**src/rtl/hdng_err_if.sv**
```systemverilog
// Heading error generator bus: raw heading samples in, saturated/validated error out.
interface hdng_err_if;
   logic        moving;
   logic        hdng_vld;
   logic [11:0] heading;
   logic [11:0] dsrd_hdng;
   logic [9:0]  err_sat;
   logic        err_vld;
   logic        at_hdng;

   modport master (output moving, hdng_vld, heading, dsrd_hdng,
                   input  err_sat, err_vld, at_hdng);
   modport slave  (input  moving, hdng_vld, heading, dsrd_hdng,
                   output err_sat, err_vld, at_hdng);
endinterface

```
**src/rtl/hdng_err_gen.sv**
```systemverilog
// Heading PID front end: wrapped, saturated, blanked heading error plus settle flag.
// Optional two-sample averaging of the error is enabled by defining HDNG_ERR_AVG_EN.
module hdng_err_gen #(
   parameter int BLANK_SMPLS  = 4,
   parameter int SETTLE_SMPLS = 8,
   parameter int AT_THRESH    = 32
) (
   input  logic       clk,
   input  logic       rst_n,
   hdng_err_if.slave  bus
);
   localparam logic [7:0]         BLANK_N  = 8'(BLANK_SMPLS);
   localparam logic [7:0]         SETTLE_N = 8'(SETTLE_SMPLS);
   localparam logic signed [11:0] THR      = 12'(AT_THRESH);

   typedef enum logic [1:0] {IDLE, BLANK, TRACK} state_t;

   state_t      state_q, state_d;
   logic [7:0]  blank_cnt_q, blank_cnt_d;
   logic [7:0]  settle_cnt_q, settle_cnt_d;
   logic [11:0] dsrd_q, dsrd_d;
   logic [9:0]  err_sat_q, err_sat_d;
   logic        err_vld_q, err_vld_d;
   logic        at_hdng_q, at_hdng_d;
`ifdef HDNG_ERR_AVG_EN
   logic [11:0] prev_q, prev_d;
   logic        have_prev_q, have_prev_d;
   logic signed [12:0] sum;
`endif

   logic [11:0]        err_raw;
   logic signed [12:0] val;
   logic [9:0]         sat_val;
   logic signed [11:0] sat_x;
   logic               inband;

   function automatic logic [9:0] sat10(input logic signed [12:0] v);
      if (v > 13'sd511)       return 10'h1FF;
      else if (v < -13'sd512) return 10'h200;
      else                    return v[9:0];
   endfunction

   // 12-bit wrap gives the shortest-path error for free
   assign err_raw = bus.heading - bus.dsrd_hdng;

`ifdef HDNG_ERR_AVG_EN
   assign sum = $signed({err_raw[11], err_raw}) + $signed({prev_q[11], prev_q});
   assign val = have_prev_q ? (sum >>> 1) : $signed({err_raw[11], err_raw});
`else
   assign val = $signed({err_raw[11], err_raw});
`endif

   assign sat_val = sat10(val);
   assign sat_x   = 12'(signed'(sat_val));
   assign inband  = (sat_x <= THR) && (sat_x >= -THR);

   always_comb begin
      state_d      = state_q;
      blank_cnt_d  = blank_cnt_q;
      settle_cnt_d = settle_cnt_q;
      dsrd_d       = bus.dsrd_hdng;
      err_sat_d    = err_sat_q;
      err_vld_d    = 1'b0;
      at_hdng_d    = at_hdng_q;
`ifdef HDNG_ERR_AVG_EN
      prev_d       = prev_q;
      have_prev_d  = have_prev_q;
`endif
      if (!bus.moving) begin
         state_d      = IDLE;
         blank_cnt_d  = 8'd0;
         settle_cnt_d = 8'd0;
         err_sat_d    = 10'd0;
         at_hdng_d    = 1'b0;
`ifdef HDNG_ERR_AVG_EN
         prev_d       = 12'd0;
         have_prev_d  = 1'b0;
`endif
      end else begin
         unique case (state_q)
            IDLE: begin
               state_d     = (BLANK_SMPLS > 0) ? BLANK : TRACK;
               blank_cnt_d = 8'd0;
            end
            BLANK: begin
               // the sample that completes blanking is swallowed too
               if (bus.hdng_vld) begin
                  if (blank_cnt_q + 8'd1 == BLANK_N) begin
                     state_d     = TRACK;
                     blank_cnt_d = 8'd0;
                  end else begin
                     blank_cnt_d = blank_cnt_q + 8'd1;
                  end
               end
            end
            TRACK: begin
               if (bus.hdng_vld) begin
                  err_sat_d = sat_val;
                  err_vld_d = 1'b1;
                  if (!inband)                   settle_cnt_d = 8'd0;
                  else if (settle_cnt_q != SETTLE_N) settle_cnt_d = settle_cnt_q + 8'd1;
                  at_hdng_d = (settle_cnt_d == SETTLE_N);
`ifdef HDNG_ERR_AVG_EN
                  prev_d      = err_raw;
                  have_prev_d = 1'b1;
`endif
               end
            end
            default: state_d = IDLE;
         endcase
         // a new setpoint invalidates any settle progress
         if (bus.dsrd_hdng != dsrd_q) begin
            settle_cnt_d = 8'd0;
            at_hdng_d    = 1'b0;
         end
      end
   end

   always_ff @(posedge clk or negedge rst_n) begin
      if (!rst_n) begin
         state_q      <= IDLE;
         blank_cnt_q  <= 8'd0;
         settle_cnt_q <= 8'd0;
         dsrd_q       <= 12'd0;
         err_sat_q    <= 10'd0;
         err_vld_q    <= 1'b0;
         at_hdng_q    <= 1'b0;
`ifdef HDNG_ERR_AVG_EN
         prev_q       <= 12'd0;
         have_prev_q  <= 1'b0;
`endif
      end else begin
         state_q      <= state_d;
         blank_cnt_q  <= blank_cnt_d;
         settle_cnt_q <= settle_cnt_d;
         dsrd_q       <= dsrd_d;
         err_sat_q    <= err_sat_d;
         err_vld_q    <= err_vld_d;
         at_hdng_q    <= at_hdng_d;
`ifdef HDNG_ERR_AVG_EN
         prev_q       <= prev_d;
         have_prev_q  <= have_prev_d;
`endif
      end
   end

   assign bus.err_sat = err_sat_q;
   assign bus.err_vld = err_vld_q;
   assign bus.at_hdng = at_hdng_q;
endmodule

```
**src/flat_wrapper.sv**
```systemverilog
// flat-port wrapper written by rule: the top's interface ports become plain ports
module hdng_err_gen_flat 
#(
   parameter int BLANK_SMPLS  = 4,
   parameter int SETTLE_SMPLS = 8,
   parameter int AT_THRESH    = 32
)
  (clk, rst_n, bus_moving, bus_hdng_vld, bus_heading, bus_dsrd_hdng, bus_err_sat, bus_err_vld, bus_at_hdng);
  hdng_err_if bus_i ();
  input  logic clk;
  input  logic rst_n;
  input wire logic [$bits(bus_i.moving)-1:0] bus_moving;
  input wire logic [$bits(bus_i.hdng_vld)-1:0] bus_hdng_vld;
  input wire logic [$bits(bus_i.heading)-1:0] bus_heading;
  input wire logic [$bits(bus_i.dsrd_hdng)-1:0] bus_dsrd_hdng;
  output wire logic [$bits(bus_i.err_sat)-1:0] bus_err_sat;
  output wire logic [$bits(bus_i.err_vld)-1:0] bus_err_vld;
  output wire logic [$bits(bus_i.at_hdng)-1:0] bus_at_hdng;
  assign bus_i.moving = bus_moving;
  assign bus_i.hdng_vld = bus_hdng_vld;
  assign bus_i.heading = bus_heading;
  assign bus_i.dsrd_hdng = bus_dsrd_hdng;
  assign bus_err_sat = bus_i.err_sat;
  assign bus_err_vld = bus_i.err_vld;
  assign bus_at_hdng = bus_i.at_hdng;
  hdng_err_gen #(.BLANK_SMPLS(BLANK_SMPLS), .SETTLE_SMPLS(SETTLE_SMPLS), .AT_THRESH(AT_THRESH)) u_core (.clk(clk), .rst_n(rst_n), .bus(bus_i));
endmodule
```
**config.mk**
```make
export PLATFORM = sky130hd
export DESIGN_NAME = hdng_err_gen_flat
export DESIGN_NICKNAME = d
export VERILOG_FILES = /design/src/rtl/hdng_err_if.sv /design/src/rtl/hdng_err_gen.sv /design/src/flat_wrapper.sv
export SDC_FILE = /design/constraint.sdc
export NUM_CORES = 1
export LEC_CHECK = 0
export BUFFER_PORTS_ARGS = -buffer_cell sky130_fd_sc_hd__buf_2
export CORE_MARGIN = 1.5
export CORE_UTILIZATION = 59
export CTS_BUF_LIST = sky130_fd_sc_hd__clkbuf_4
export DETAILED_ROUTE_END_ITERATION = 8
export PLACE_DENSITY_LB_ADDON = 0.12
export SYNTH_ARGS = -nofsm -noshare
export SYNTH_HDL_FRONTEND = slang
export SYNTH_SLANG_ARGS = --single-unit
```
**constraint.sdc**
```tcl
create_clock -name clk -period 2.8 [get_ports clk]
set_input_delay 0.42 -clock clk [delete_from_list [all_inputs] [get_ports clk]]
set_output_delay 0.42 -clock clk [all_outputs]
set_load 0.1 [all_outputs]
```
---- After elaboration in Yosys (flattened, before gate mapping) ----
Index checks and enable logic that the tools add are counted.
storage, ports and cells
  bits in registers ....................... 42
  output and inout bits ................... 12
  word-level logic and storage cells ...... 63
cells by class
  reductions and logical operators ........ 6
  $lt $le $gt $ge ......................... 4
  multiplexer cells ....................... 29
  eq/ne operators ......................... 14
  add/sub/neg operators ................... 3
operator list
  cell                  count
  $mux 8                12
  $mux 10               5
  $add 8x1->8 const B   2
  $pmux 8 s2            1
  $gt 12x10->1 const B  1
  $lt 12x10->1 const B  1
  $ne 12x12->1          1
  $sub 12x12->12        1
  $ge 10x6->1 const B   1
  $le 10x7->1 const B   1
  $ne 3x1->1 const B    3
  $eq 8x3->1 const B    1
  $eq 8x4->1 const B    1
  $ne 8x4->1 const B    1
  $mux 1                7
  $mux 2                3
  $pmux 2 s3            1
  $reduce_and 2->1      3
  $ne 2x1->1 const B    2
  $ne 3x2->1 const B    1
  $ne 3x3->1 const B    1
  $reduce_and 3->1      1
  $eq 2x1->1 const B    1
  $eq 2x2->1 const B    1
  other kinds (3)       3

---- Logic depth before layout (Yosys ltp) ----
Gate-level depths: netlist of run 1.
  word-level depth ........................ 15
  gate-level depth with buffers ........... 13

---- Least setup slack after synthesis of run 1 ----
No wires, ideal clock.
  path kind ............................... input to register
  start ................................... input bus_heading[0]
  end ..................................... register u_core.settle_cnt_q[0]
  stages .................................. 12
  setup slack ............................. -121 ps
  path buffers ............................ 0
  arrival ................................. 2855 ps
  library setup time ...................... 66 ps
  required time ........................... 2734 ps
  cell sequence ........................... inv_1 ha_1 inv_1 fa_1 nand3_1 nand2_1 xor2_1 or4_1 a21oi_1 nand4b_2 a2111oi_4 a221o_1
between the ends
  longest elaborated chain between the ends .. 14
RTL lines
  element                                            line                 text
  start: declaration                                 flat_wrapper.sv:14   input wire logic [$bits(bus_i.heading)-1:0] bus_heading;
  $sub 12x12->12 (*)                                 hdng_err_gen.sv:44   assign err_raw = bus.heading - bus.dsrd_hdng;
  $lt 12x10->1                                       hdng_err_gen.sv:39   else if (v < -13'sd512) return 10'h200;
  $mux 10                                            hdng_err_gen.sv:39
  $mux 10 (*)                                        hdng_err_gen.sv:38   if (v > 13'sd511) return 10'h1FF;
  $le 10x7->1 / $ge 10x6->1 (equally long branches)  hdng_err_gen.sv:55   assign inband = (sat_x <= THR) && (sat_x >= -THR);
  $logic_and 1x1->1 (*)                              hdng_err_gen.sv:55
  $mux 8 (*)                                         hdng_err_gen.sv:100  if (!inband) settle_cnt_d = 8'd0;
  $mux 8 (*)                                         hdng_err_gen.sv:97   if (bus.hdng_vld) begin
  $mux 8 (*)                                         hdng_err_gen.sv:80   unique case (state_q)
  $mux 8 (*)                                         hdng_err_gen.sv:69   if (!bus.moving) begin
  $mux 8 (*)                                         hdng_err_gen.sv:97
  $mux 8 (*)                                         hdng_err_gen.sv:80
  $mux 8 (*)                                         hdng_err_gen.sv:112  if (bus.dsrd_hdng != dsrd_q) begin
  $mux 8 (*)                                         hdng_err_gen.sv:69
  end signal: assignment                             hdng_err_gen.sv:135  settle_cnt_q <= settle_cnt_d;
  end: declaration                                   hdng_err_gen.sv:20   logic [7:0] settle_cnt_q, settle_cnt_d;
Every way passes the cells marked *; elsewhere a longest branch is shown, timed or not. The select of a mux whose other input is x is not followed.
A chain may end at the register's enable or synchronous reset.

---- Worst setup path after layout of run 1 ----
  start ................................... input bus_dsrd_hdng[1]
  end ..................................... register u_core.settle_cnt_q[0]
between the ends
  longest elaborated chain between the ends .. 14
RTL lines
  element                                            line                 text
  start: declaration                                 flat_wrapper.sv:15   input wire logic [$bits(bus_i.dsrd_hdng)-1:0] bus_dsrd_hdng;
  $sub 12x12->12                                     hdng_err_gen.sv:44
  $lt 12x10->1                                       hdng_err_gen.sv:39
  $mux 10                                            hdng_err_gen.sv:39
  $mux 10                                            hdng_err_gen.sv:38
  $le 10x7->1 / $ge 10x6->1 (equally long branches)  hdng_err_gen.sv:55
  $logic_and 1x1->1                                  hdng_err_gen.sv:55
  $mux 8                                             hdng_err_gen.sv:100
  $mux 8                                             hdng_err_gen.sv:97
  $mux 8                                             hdng_err_gen.sv:80
  $mux 8                                             hdng_err_gen.sv:69
  $mux 8                                             hdng_err_gen.sv:97
  $mux 8                                             hdng_err_gen.sv:80
  $mux 8                                             hdng_err_gen.sv:112
  $mux 8                                             hdng_err_gen.sv:69
Parallel ways exist; a longest one is shown, timed or not. The select of a mux whose other input is x is not followed.

==> qor.txt, run 1 <==
Largest family of logic cells by synthesized area: compound AO/OA/AOI/OAI gates
Synth Register Bits: 42
Synth Instances: 298
Worst-Margin Slew: 910 ps
Slew HR: 0.393
Total Nets Final: 427
Inserted Diodes: 0
Main synth FF type: dfrtp_1
Area Growth Syn to Fin: 27.6%
Post-route DRC: 0
Sequential power share: 0.467
Syn Nets: 342
DR pass1 iterations: 4
Post-synthesis compound-gate area fraction: 0.240
Warnings from Yosys: 0
Fin util: 0.796
Worst-case clock buffer depth: 2
CTS Sinks: 42
Sw power: 0.000427 W
GR Overflow Total: 0
Crit Path Class: in -> reg
Post-synthesis mux area share: 0
Layout Cells excl Fill: 435
Fin area: 3540 sq um
Clock H-tree levels: 2
Placed inst area: 3440 sq um
Count of final setup violators: 0
First-pass GRT wire length: 11700 um
Proportion of layout cells with a drive suffix above 1: 0.326
Clock power frac: 0.214
Max-Cap Viols: 0
Syn Area/Cell: 9.31 sq um
Initial antenna violation count: 0
CTS Buf Count: 5
# rows: 24
Post-Synth XOR/XNOR Area: 0.0726
Die extent in y: 71.6 um
Die area: 5120 sq um
Post-synth EDFFs: 0
Hold Path Class: in -> async
Final WL: 6970 um
Die X-Extent: 71.6 um
Vias in the first global route: 2589
All-Layer GR Usage: 0.293
Initial Util: 0.624
IO Pins: 40
Initial DRC count: 132
Min Hold Slack: 177 ps
Cell Pwr Density: 378 nW/um^2
Largest net degree at the start of global routing: 43
Antenna Violating Nets Remaining: 0
Max Freq: 367 MHz
Crit Path Max Fanout: 9
DR vias: 2622
Input/output buffers: 39
Sw frac: 0.319
Fin. max-slew vios: 0
Hold buffers post-CTS: 0
Worst slack, placed: -303 ps
Max VDD drop: 0.000263 V
Core area: 4440 sq um
Post-Synth Simple-Gate Area: 0.197
Synth cell types: 61
Crit. End Element: flip-flop
Period minus WS final: 2720 ps
DP HPWL: 5270 um
Startpoint Class: input pin
Internal: 0.000910 W
Worst skew pair latency: 360 ps
Drt via density: 6.03
Status: completed
Period utilization: 0.972
Placer's final routability congestion estimate: 0.960
Worst path arrival time: 3030 ps
CTS Root Cell: clkbuf_4
Synth Area in Adders: 0.0749
Syn Std Cell Area: 2770 sq um
Crit path required time: 3110 ps
Ys async rst share: 1.00
Max Clock Skew: 13.0 ps
Post-synthesis sequential area ratio: 0.379
Avg WL per Cell: 16.0 um
Placed Cells: 426
Setup ws final: 77.4 ps
CTS tree: built
P_leak: 1.74 nW
Worst-path clk slew: 130 ps
Final Hold Viols: 0
Power share of the combinational group: 0.319
kinds of logic after synthesis:
| family | Yosys count |
|---|---|
| AOI/OAI and AO/OA | 91 |
| xor gates and xnor gates | 23 |
| buffers and inverters | 25 |
| DFF | 42 |
| adders and majority gates | 16 |
| and+or+nand+nor | 101 |
state kept, by name, summed over array words and instances (netlist names):
register,count
u_core.bus.at_hdng,1
u_core.blank_cnt_q,8
u_core.state_q,2
u_core.dsrd_q,12
u_core.bus.err_sat,10
u_core.bus.err_vld,1
u_core.settle_cnt_q,8
worst max-delay path: stages:
cell       delay, ps
buf_2            100
inv_1             80
ha_1             320
nor2b_2          170
o2111ai_2        240
buf_4            150
nand3_1           60
a21boi_0         300
o21ai_1          120
or3b_1           390
buf_4            190
a2111oi_4        350
a221o_1          150
what timing repair did:
action	in CTS	in global routing
setup endpoints to repair	0	6
gates resized for setup	0	7
buffers inserted	0	1
placed cells by master, fill, tap and decap left out, types with 4 or more instances in the layout:
| cell | synthesis | layout |
|---|---|---|
| buf_2 | 0 | 39 |
| a211oi_1 | 5 | 4 |
| xor2_1 | 18 | 18 |
| nand2b_1 | 5 | 5 |
| xnor2_1 | 5 | 5 |
| inv_1 | 19 | 19 |
| a21oi_1 | 18 | 14 |
| o21ai_0 | 21 | 20 |
| nand3_1 | 10 | 9 |
| nor2_1 | 16 | 16 |
| a221oi_1 | 4 | 4 |
| nor3_1 | 7 | 7 |
| ha_4 | 0 | 5 |
| nand2_1 | 28 | 27 |
| and3_1 | 4 | 4 |
| nor4_1 | 4 | 4 |
| dfrtp_1 | 42 | 42 |
| buf_4 | 0 | 44 |
| clkbuf_4 | 0 | 5 |
| a21o_1 | 9 | 9 |
| ha_1 | 15 | 9 |
per-layer routing:
| metal | wire length [um] | up-vias | GRT usage | share of wire |
|---|---|---|---|---|
| li1 | - | 1274 | - | - |
| met1 | 3060 | 1271 | 0.372 | 0.44 |
| met2 | 3490 | 65 | 0.502 | 0.50 |
| met3 | 287 | 12 | 0.0520 | 0.041 |
| met4 | 136 | 0 | 0.113 | 0.020 |
| met5 | 0 | - | 0 | 0 |
Yosys cell counts (all sizes together) (2+ instances only):
cell / number / area share
dfrtp: 42 / 0.38
a21boi: 5 / 0.015
a22o: 3 / 0.0095
a221o: 4 / 0.015
and2: 3 / 0.0072
xor2: 18 / 0.057
or2: 2 / 0.0045
clkbuf: 4 / 0.0054
a2111oi: 2 / 0.020
or3: 2 / 0.0045
a211oi: 5 / 0.014
a21o: 10 / 0.028
o21ai: 21 / 0.038
o31ai: 2 / 0.0054
nor3: 7 / 0.013
a221oi: 4 / 0.013
ha: 15 / 0.068
nor4: 4 / 0.0090
nand2: 28 / 0.038
inv: 19 / 0.026
nand2b: 5 / 0.011
o211a: 2 / 0.0072
nand3: 11 / 0.022
buf: 2 / 0.0054
or4: 3 / 0.0095
nor2: 16 / 0.022
a31oi: 3 / 0.0068
and3: 6 / 0.017
xnor2: 5 / 0.016
a21oi: 18 / 0.032
nand4: 3 / 0.0068
nor2b: 3 / 0.0068
power groups by stage:
stage / Sequential, W / Combinational [W] / Clock [W]
after floorplan: 0.000635 / 0.000221 / 0
after global placement: 0.000635 / 0.000389 / 0
after detailed placement: 0.000636 / 0.000399 / 0
after CTS: 0.000624 / 0.000401 / 0.000294
after global routing: 0.000626 / 0.000467 / 0.000317
final: 0.000624 / 0.000426 / 0.000286
final cells by class:
type                            count  area (sq um)
Multi-Input combinational cell    232          1780
Sequential cell                    42          1050
Fill cell                         297           905
Timing Repair Buffer               83           526
Inverter                           19          71.3
Tap cell                           52          65.1
Clock buffer                        5          37.5
Clock inverter                      2          10.0
path summary, 6_finish.rpt:
path | slack [ps] | end | depth (start not counted) | from
setup / recovery | 80 | u_core.settle_cnt_q[0]$_DFFE_PN0P_ | 13 | bus_dsrd_hdng[1]
hold / removal | 180 | u_core.blank_cnt_q[4]$_DFFE_PN0P_ | 1 | rst_n
setup reg to reg | 420 | u_core.settle_cnt_q[2]$_DFFE_PN0P_ | 5 | u_core.settle_cnt_q[2]$_DFFE_PN0P_
hold reg to reg | 490 | u_core.bus.err_sat[1]$_DFFE_PN0P_ | 2 | u_core.bus.err_sat[1]$_DFFE_PN0P_
max in group asynchronous | 2040 | u_core.bus.err_sat[6]$_DFFE_PN0P_ | 1 | rst_n
min in group clk | 210 | u_core.dsrd_q[10]$_DFF_PN0_ | 1 | bus_dsrd_hdng[10]
stage by stage:
| step | total power (W) | TNS (ps) |
|---|---|---|
| finish | 0.00134 | 0 |
| global route | 0.00141 | -6.26 |
| CTS | 0.00132 | 0 |
| detailed placement | 0.00104 | -2200 |
| global placement | 0.00102 | -1230 |
| floorplan | 0.000855 | 0 |
No activity file was read; power rests on OpenSTA's default activity.
==> run 2, diff against run 1 <==
--- a/config.mk
+++ b/config.mk
@@ -6,11 +6,14 @@
 export NUM_CORES = 1
 export LEC_CHECK = 0
 export BUFFER_PORTS_ARGS = -buffer_cell sky130_fd_sc_hd__buf_2
+export CELL_PAD_IN_SITES_DETAIL_PLACEMENT = 0
+export CELL_PAD_IN_SITES_GLOBAL_PLACEMENT = 1
 export CORE_MARGIN = 1.5
-export CORE_UTILIZATION = 59
+export CORE_UTILIZATION = 45
 export CTS_BUF_LIST = sky130_fd_sc_hd__clkbuf_4
 export DETAILED_ROUTE_END_ITERATION = 8
 export PLACE_DENSITY_LB_ADDON = 0.12
+export RECOVER_POWER = 25
 export SYNTH_ARGS = -nofsm -noshare
 export SYNTH_HDL_FRONTEND = slang
 export SYNTH_SLANG_ARGS = --single-unit
==> run 2 against run 1 <==
The flow now finishes with violations (max-capacitance violations, max-slew violations); clock power up 69%; final area up 1.7%; non-clock buffer count up 1; sequential cell count unchanged; global-route usage down 6.8 points; critical path depth up 1; clock skew up 1.1 ps; sequential share of layout area down 0.51 points; largest cell class unchanged.
==> qor.txt, run 2 (synthesis gave the netlist of run 1 again) <==
Inserted Diodes: 0 (unchanged)
Max Clock Skew: 14.1 ps (+1.10 ps)
CP max stage cell: or4_4
Sw power: 0.000430 W (+0.57%)
R2R depth: 6 (+1)
Die X-Extent: 81.5 um (+14%)
Register bank with the most flops: u_core.dsrd_q
Layout Cells excl Fill: 460 (+5.7%)
Final WL: 6860 um (-1.6%)
All-Layer GR Usage: 0.226 (-0.0676)
Most frequent cells in the layout: 42 x dfrtp_1, 36 x buf_2, 35 x buf_4
Worst-case clock buffer depth: 2 (unchanged)
GR Overflow Total: 0 (unchanged)
Failing checks: max-capacitance violations, max-slew violations
Placed Cells: 450 (+5.6%)
Hold path cells: 1
Input/output buffers: 39 (unchanged)
Fillers: 567 (+91%)
Max VDD drop: 0.000211 V (-20%)
Avg WL per Cell: 14.9 um (-7.0%)
Die extent in y: 81.5 um (+14%)
CTS tree: built
Proportion of layout cells with a drive suffix above 1: 0.301 (-0.0251)
Total Nets Final: 428 (+0.23%)
Largest net degree at the start of global routing: 43 (unchanged)
Period minus WS final: 2730 ps (+7.09 ps)
CTS Buf Count: 5 (unchanged)
Post-route DRC: 0 (unchanged)
CTS Sinks: 42 (unchanged)
Sequential power share: 0.409 (-0.058)
Total Power: 0.00153 W (+14%)
Worst skew pair latency: 360 ps (about the same)
Max-Cap Viols: 1 (+1)
Clock power frac: 0.316 (+0.102)
Period utilization: 0.975 (+0.00253)
Initial Util: 0.469 (-0.156)
CTS Root Cell: clkbuf_4
Worst path arrival time: 3030 ps (about the same)
Core area: 5920 sq um (+33%)
Worst-path clk slew: 130 ps (about the same)
Placer's final routability congestion estimate: 0.866 (-9.7%)
Count of final setup violators: 0 (unchanged)
Buffer and inverter count on the worst path: 4 (unchanged)
Vias in the first global route: 2517 (-2.8%)
Die area: 6640 sq um (+30%)
Commonest non-fill, non-tap cell in the layout: dfrtp_1
Fin. max-slew vios: 43 (+43)
P_leak: 1.73 nW (-0.58%)
Worst-Margin Slew: 2270 ps (+1360 ps)
Internal: 0.00110 W (+21%)
# rows: 28 (+17%)
Drt via density: 5.53 (-8.2%)
Crit. End Element: flip-flop
Crit path required time: 3100 ps (about the same)
CP peak stage delay: 550 ps (+160 ps)
Clock H-tree levels: 2 (unchanged)
Slew HR: -0.516 (-0.909)
Status: finished, violations left
DP HPWL: 5270 um (about the same)
DR pass1 iterations: 4 (unchanged)
Crit Path Max Fanout: 4 (-5)
Cell family with most CP delay: simple AND/OR/NAND/NOR gates
Crit Path Class: in -> reg
CP Cell Sequence: buf_2, inv_1, ha_2, inv_2, fa_2, nand3_2, nand2_2, xor2_2, or4_4, a21oi_4, buf_4, nand4b_2, a221oi_1, a21o_1
Antenna Violating Nets Remaining: 0 (unchanged)
Area Growth Syn to Fin: 29.8%
Initial DRC count: 92 (-30%)
Max reg flops: 12 (unchanged)
Final Hold Viols: 0 (unchanged)
Max Freq: 366 MHz (-0.26%)
Critical path depth in cells: 14 (+1)
Cell Pwr Density: 424 nW/um^2 (+12%)
DR vias: 2546 (-2.9%)
First-pass GRT wire length: 11600 um (-0.88%)
Power share of the combinational group: 0.275 (-0.044)
Sw frac: 0.281 (-0.0380)
Initial antenna violation count: 0 (unchanged)
Hold buffers post-CTS: 0 (unchanged)
IO Pins: 40 (unchanged)
Hold Path Class: in -> reg
Startpoint Class: input pin
[run 2: repair_timing]
item                       CTS  global route
setup endpoints to repair    0             4
setup buffers                0             1
gates resized for setup      0            11
[run 2: per-layer routing]
| metal | GRT usage | wire, um | vias to the layer above |
|---|---|---|---|
| met3 | 0.0300 | 157 | 9 |
| li1 | - | - | 1270 |
| met5 | 0 | 0 | - |
| met1 | 0.282 | 3070 | 1231 |
| met2 | 0.409 | 3550 | 36 |
| met4 | 0.0517 | 86 | 0 |
[run 2: through the flow]
| stage | utilization | TNS, ps | worst slack, ps | cell area, sq um | hold slack [ps] |
|---|---|---|---|---|---|
| after floorplan | - | 0 | 12.8 | 2890 | 124 |
| after global placement | 0.587 | -1250 | -186 | 3480 | 465 |
| after detailed placement | 0.587 | -1780 | -260 | 3480 | 466 |
| after CTS | 0.604 | 0 | 116 | 3580 | 196 |
| after global routing | 0.608 | -8.11 | -8.11 | 3600 | 206 |
| final | 0.608 | 0 | 70.3 | 3600 | 219 |
[run 2: layout make-up]
class / count / area, sq um / area share
clock buffers: 5 / 37.5 / 0.0104
clock inverters: 3 / 63.8 / 0.0177
inverters: 19 / 71.3 / 0.0198
multi-input cells: 232 / 1790 / 0.497
flip-flops and latches: 42 / 1050 / 0.292
well taps: 75 / 93.8 / 0.0261
repair buffers: 84 / 495 / 0.138
[run 2: final timing paths]
check | endpoint | from | slack, ps
max in group asynchronous | u_core.bus.err_sat[5]$_DFFE_PN0P_ | rst_n | 780
max reg2reg | u_core.bus.at_hdng$_DFFE_PN0P_ | u_core.settle_cnt_q[2]$_DFFE_PN0P_ | 390
max | u_core.settle_cnt_q[3]$_DFFE_PN0P_ | bus_heading[0] | 70
min in group asynchronous | u_core.blank_cnt_q[5]$_DFFE_PN0P_ | rst_n | 720
min | u_core.dsrd_q[10]$_DFF_PN0_ | bus_dsrd_hdng[10] | 220
min reg2reg | u_core.bus.err_sat[7]$_DFFE_PN0P_ | u_core.bus.err_sat[7]$_DFFE_PN0P_ | 490
[run 2: worst reg2reg max path, cell delays in order, from the launching register on]
cell,delay [ps]
dfrtp_1,490
or3_1,420
or4_1,660
nor3_1,230
a41oi_1,90
a211oi_1,290
a22o_1,180
[run 2: power by group through the flow]
stage | logic, W | clock network [W] | registers (W)
after floorplan | 0.000221 | 0 | 0.000635
after global placement | 0.000395 | 0 | 0.000636
after detailed placement | 0.000399 | 0 | 0.000636
after CTS | 0.000401 | 0.000493 | 0.000624
after global routing | 0.000468 | 0.000514 | 0.000626
final | 0.000420 | 0.000482 | 0.000624
==> run 3, diff against run 2 <==
--- a/config.mk
+++ b/config.mk
@@ -10,10 +10,11 @@
 export CELL_PAD_IN_SITES_GLOBAL_PLACEMENT = 1
 export CORE_MARGIN = 1.5
 export CORE_UTILIZATION = 45
-export CTS_BUF_LIST = sky130_fd_sc_hd__clkbuf_4
+export CTS_BUF_LIST = sky130_fd_sc_hd__clkbuf_2
 export DETAILED_ROUTE_END_ITERATION = 8
 export PLACE_DENSITY_LB_ADDON = 0.12
 export RECOVER_POWER = 25
+export REMOVE_ABC_BUFFERS = 1
 export SYNTH_ARGS = -nofsm -noshare
 export SYNTH_HDL_FRONTEND = slang
 export SYNTH_SLANG_ARGS = --single-unit
==> run 3 against run 2 <==
The run still ends with max-capacitance violations, max-slew violations left; routed wire length decreased by 3.3%; sequential share of layout area increased by 1.0 points; final cell count increased by 0.43%; final area decreased by 3.4%; non-clock buffer count increased by 3; critical path type unchanged; critical endpoint is now u_core.settle_cnt_q[0]$_DFFE_PN0P_; largest cell class unchanged.
==> qor.txt, run 3 (synthesis gave the netlist of run 1 again) <==
IO Pins: 40 (unchanged)
Core area: 5920 sq um (unchanged)
DR vias: 2519 (-1.1%)
Layout Cells excl Fill: 462 (+0.43%)
Area Growth Syn to Fin: 25.4%
Largest net degree at the start of global routing: 43 (unchanged)
Fillers: 579 (+2.1%)
CTS Buf Count: 5 (unchanged)
Setup ws final: 90.6 ps (+20.3 ps)
Max Clock Skew: 31.5 ps (+17.3 ps)
Final Hold Viols: 0 (unchanged)
CP startpoint: bus_heading[0]
Max VDD drop: 0.000172 V (-19%)
Placed Cells: 453 (+0.67%)
Reg2Reg Launch Point: u_core.settle_cnt_q[2]$_DFFE_PN0P_
Post-route DRC: 0 (unchanged)
DR pass1 iterations: 4 (unchanged)
Hold Path Sink: u_core.dsrd_q[4]$_DFF_PN0_
Worst-Margin Slew: 2310 ps (+40.2 ps)
Startpoint Class: input pin
Final WL: 6630 um (-3.3%)
Max-Cap Viols: 1 (unchanged)
Placed inst area: 3400 sq um (-2.3%)
Register Area: 1050 sq um (unchanged)
Die area: 6640 sq um (unchanged)
Proportion of layout cells with a drive suffix above 1: 0.271 (-0.0300)
Hold buffers post-CTS: 0 (unchanged)
Period minus WS final: 2710 ps (-20.3 ps)
Clock H-tree levels: 2 (unchanged)
CTS Sinks: 42 (unchanged)
Register bank with the most flops: u_core.dsrd_q
Die extent in y: 81.5 um (unchanged)
Crit Path Class: in -> reg
Fin. max-slew vios: 43 (unchanged)
Crit. End Element: flip-flop
Max Freq: 369 MHz (+0.75%)
Crit path required time: 3140 ps (+40 ps)
Most frequent cells in the layout: 42 x dfrtp_1, 38 x buf_4, 35 x buf_2
Worst path arrival time: 3050 ps (+20 ps)
Count of final setup violators: 0 (unchanged)
Vias in the first global route: 2374 (-5.7%)
CTS Root Cell: clkbuf_2
Failing checks: max-capacitance violations, max-slew violations
Commonest non-fill, non-tap cell in the layout: dfrtp_1
Max reg flops: 12 (unchanged)
Drt via density: 5.45 (-1.5%)
Cell Pwr Density: 370 nW/um^2 (-13%)
Antenna Violating Nets Remaining: 0 (unchanged)
P_leak: 1.72 nW (-0.56%)
DP HPWL: 5120 um (-3.0%)
Worst-case clock buffer depth: 2 (unchanged)
Hold path cells: 1 (unchanged)
First-pass GRT wire length: 11000 um (-4.8%)
Initial Util: 0.469 (unchanged)
Hold Path Class: in -> reg
R2r endpoint: u_core.bus.at_hdng$_DFFE_PN0P_
R2R depth: 6 (unchanged)
Input/output buffers: 39 (unchanged)
Initial DRC count: 153 (+66%)
GR Overflow Total: 0 (unchanged)
Cts repair resizes: 0 (unchanged)
Post-CTS setup buffer count: 0 (unchanged)
Fin util: 0.587 (-0.0207)
Total Nets Final: 430 (+0.47%)
Status: finished, violations left
Reg-to-reg slack, setup: 430 ps (+40 ps)
Slew HR: -0.543 (-0.0268)
Worst skew pair latency: 410 ps (+50 ps)
Placer's final routability congestion estimate: 0.881 (+1.6%)
Crit Path Max Fanout: 5 (+1)
Initial antenna violation count: 0 (unchanged)
Avg WL per Cell: 14.4 um (-3.7%)
Period utilization: 0.968 (-0.00725)
# rows: 28 (unchanged)
Die X-Extent: 81.5 um (unchanged)
Worst-path clk slew: 190 ps (+60 ps)
Multi-input logic area: 1670 sq um (-6.7%)
Hold Path Origin: bus_dsrd_hdng[4]
Inserted Diodes: 0 (unchanged)
All-Layer GR Usage: 0.216 (-0.00956)
Fin area: 3480 sq um (-3.4%)
CTS tree: built
Worst slack, placed: -374 ps (-114 ps)
[run 3: cell types whose count changed in the layout (fill, tap and decap cells not counted), sizes merged]
cell / before / now
clkinv: 1 / 2
nand4b: 2 / 1
buf: 71 / 74
bufinv: 2 / 0
clkbuf: 18 / 19
[run 3: worst max-delay path by stage]
| stage | slack, ps | cells past startpoint | end |
|---|---|---|---|
| 6_report | 90 | 14 | u_core.settle_cnt_q[0]$_DFFE_PN0P_ |
| 5_1_grt | -40 | 12 | u_core.settle_cnt_q[2]$_DFFE_PN0P_ |
| 4_1_cts | 30 | 14 | u_core.settle_cnt_q[0]$_DFFE_PN0P_ |
| 3_5_place_dp | -370 | 14 | u_core.settle_cnt_q[2]$_DFFE_PN0P_ |
| 3_3_place_gp | -310 | 14 | u_core.settle_cnt_q[5]$_DFFE_PN0P_ |
| 2_1_floorplan | -130 | 10 | u_core.settle_cnt_q[0]$_DFFE_PN0P_ |
[run 3: final cells by class]
type / instances / share of cell area
clock buffers: 6 / 0.00863
well taps: 75 / 0.0270
multi-input cells: 231 / 0.479
repair buffers: 87 / 0.158
inverters: 19 / 0.0205
clock inverters: 2 / 0.00396
flip-flops and latches: 42 / 0.302
[run 3: critical path, stage by stage]
cell	delay, ps
buf_2	90
inv_1	40
ha_1	160
inv_1	80
fa_2	340
nand3_1	120
nand2_1	90
xor2_1	170
or4_4	550
a21oi_4	170
nand4b_4	150
buf_12	170
a2111oi_4	330
a221o_1	150
[run 3: per-stage QoR]
stage / setup TNS (ps) / hold WS (ps) / total power (W)
detailed placement: -3520 / 469 / 0.00101
global placement: -2870 / 460 / 0.00101
floorplan: -713 / 124 / 0.000822
global route: -133 / 118 / 0.00137
finish: 0 / 168 / 0.00129
CTS: 0 / 139 / 0.00129
[run 3: report_power, final]
| group | switching (W) | internal, W |
|---|---|---|
| sequential | 0.00000682 | 0.000618 |
| combinational | 0.000201 | 0.000188 |
| clock | 0.000207 | 0.0000660 |
| total | 0.000415 | 0.000872 |
[run 3: routing by layer]
metal,routed length [um],part of all wire,global-route usage,vias up
met1,3150,0.47,0.290,1203
met5,0,0,0,-
met4,104,0.016,0.0638,0
met3,147,0.022,0.0344,10
met2,3230,0.49,0.357,34
li1,-,-,-,1272
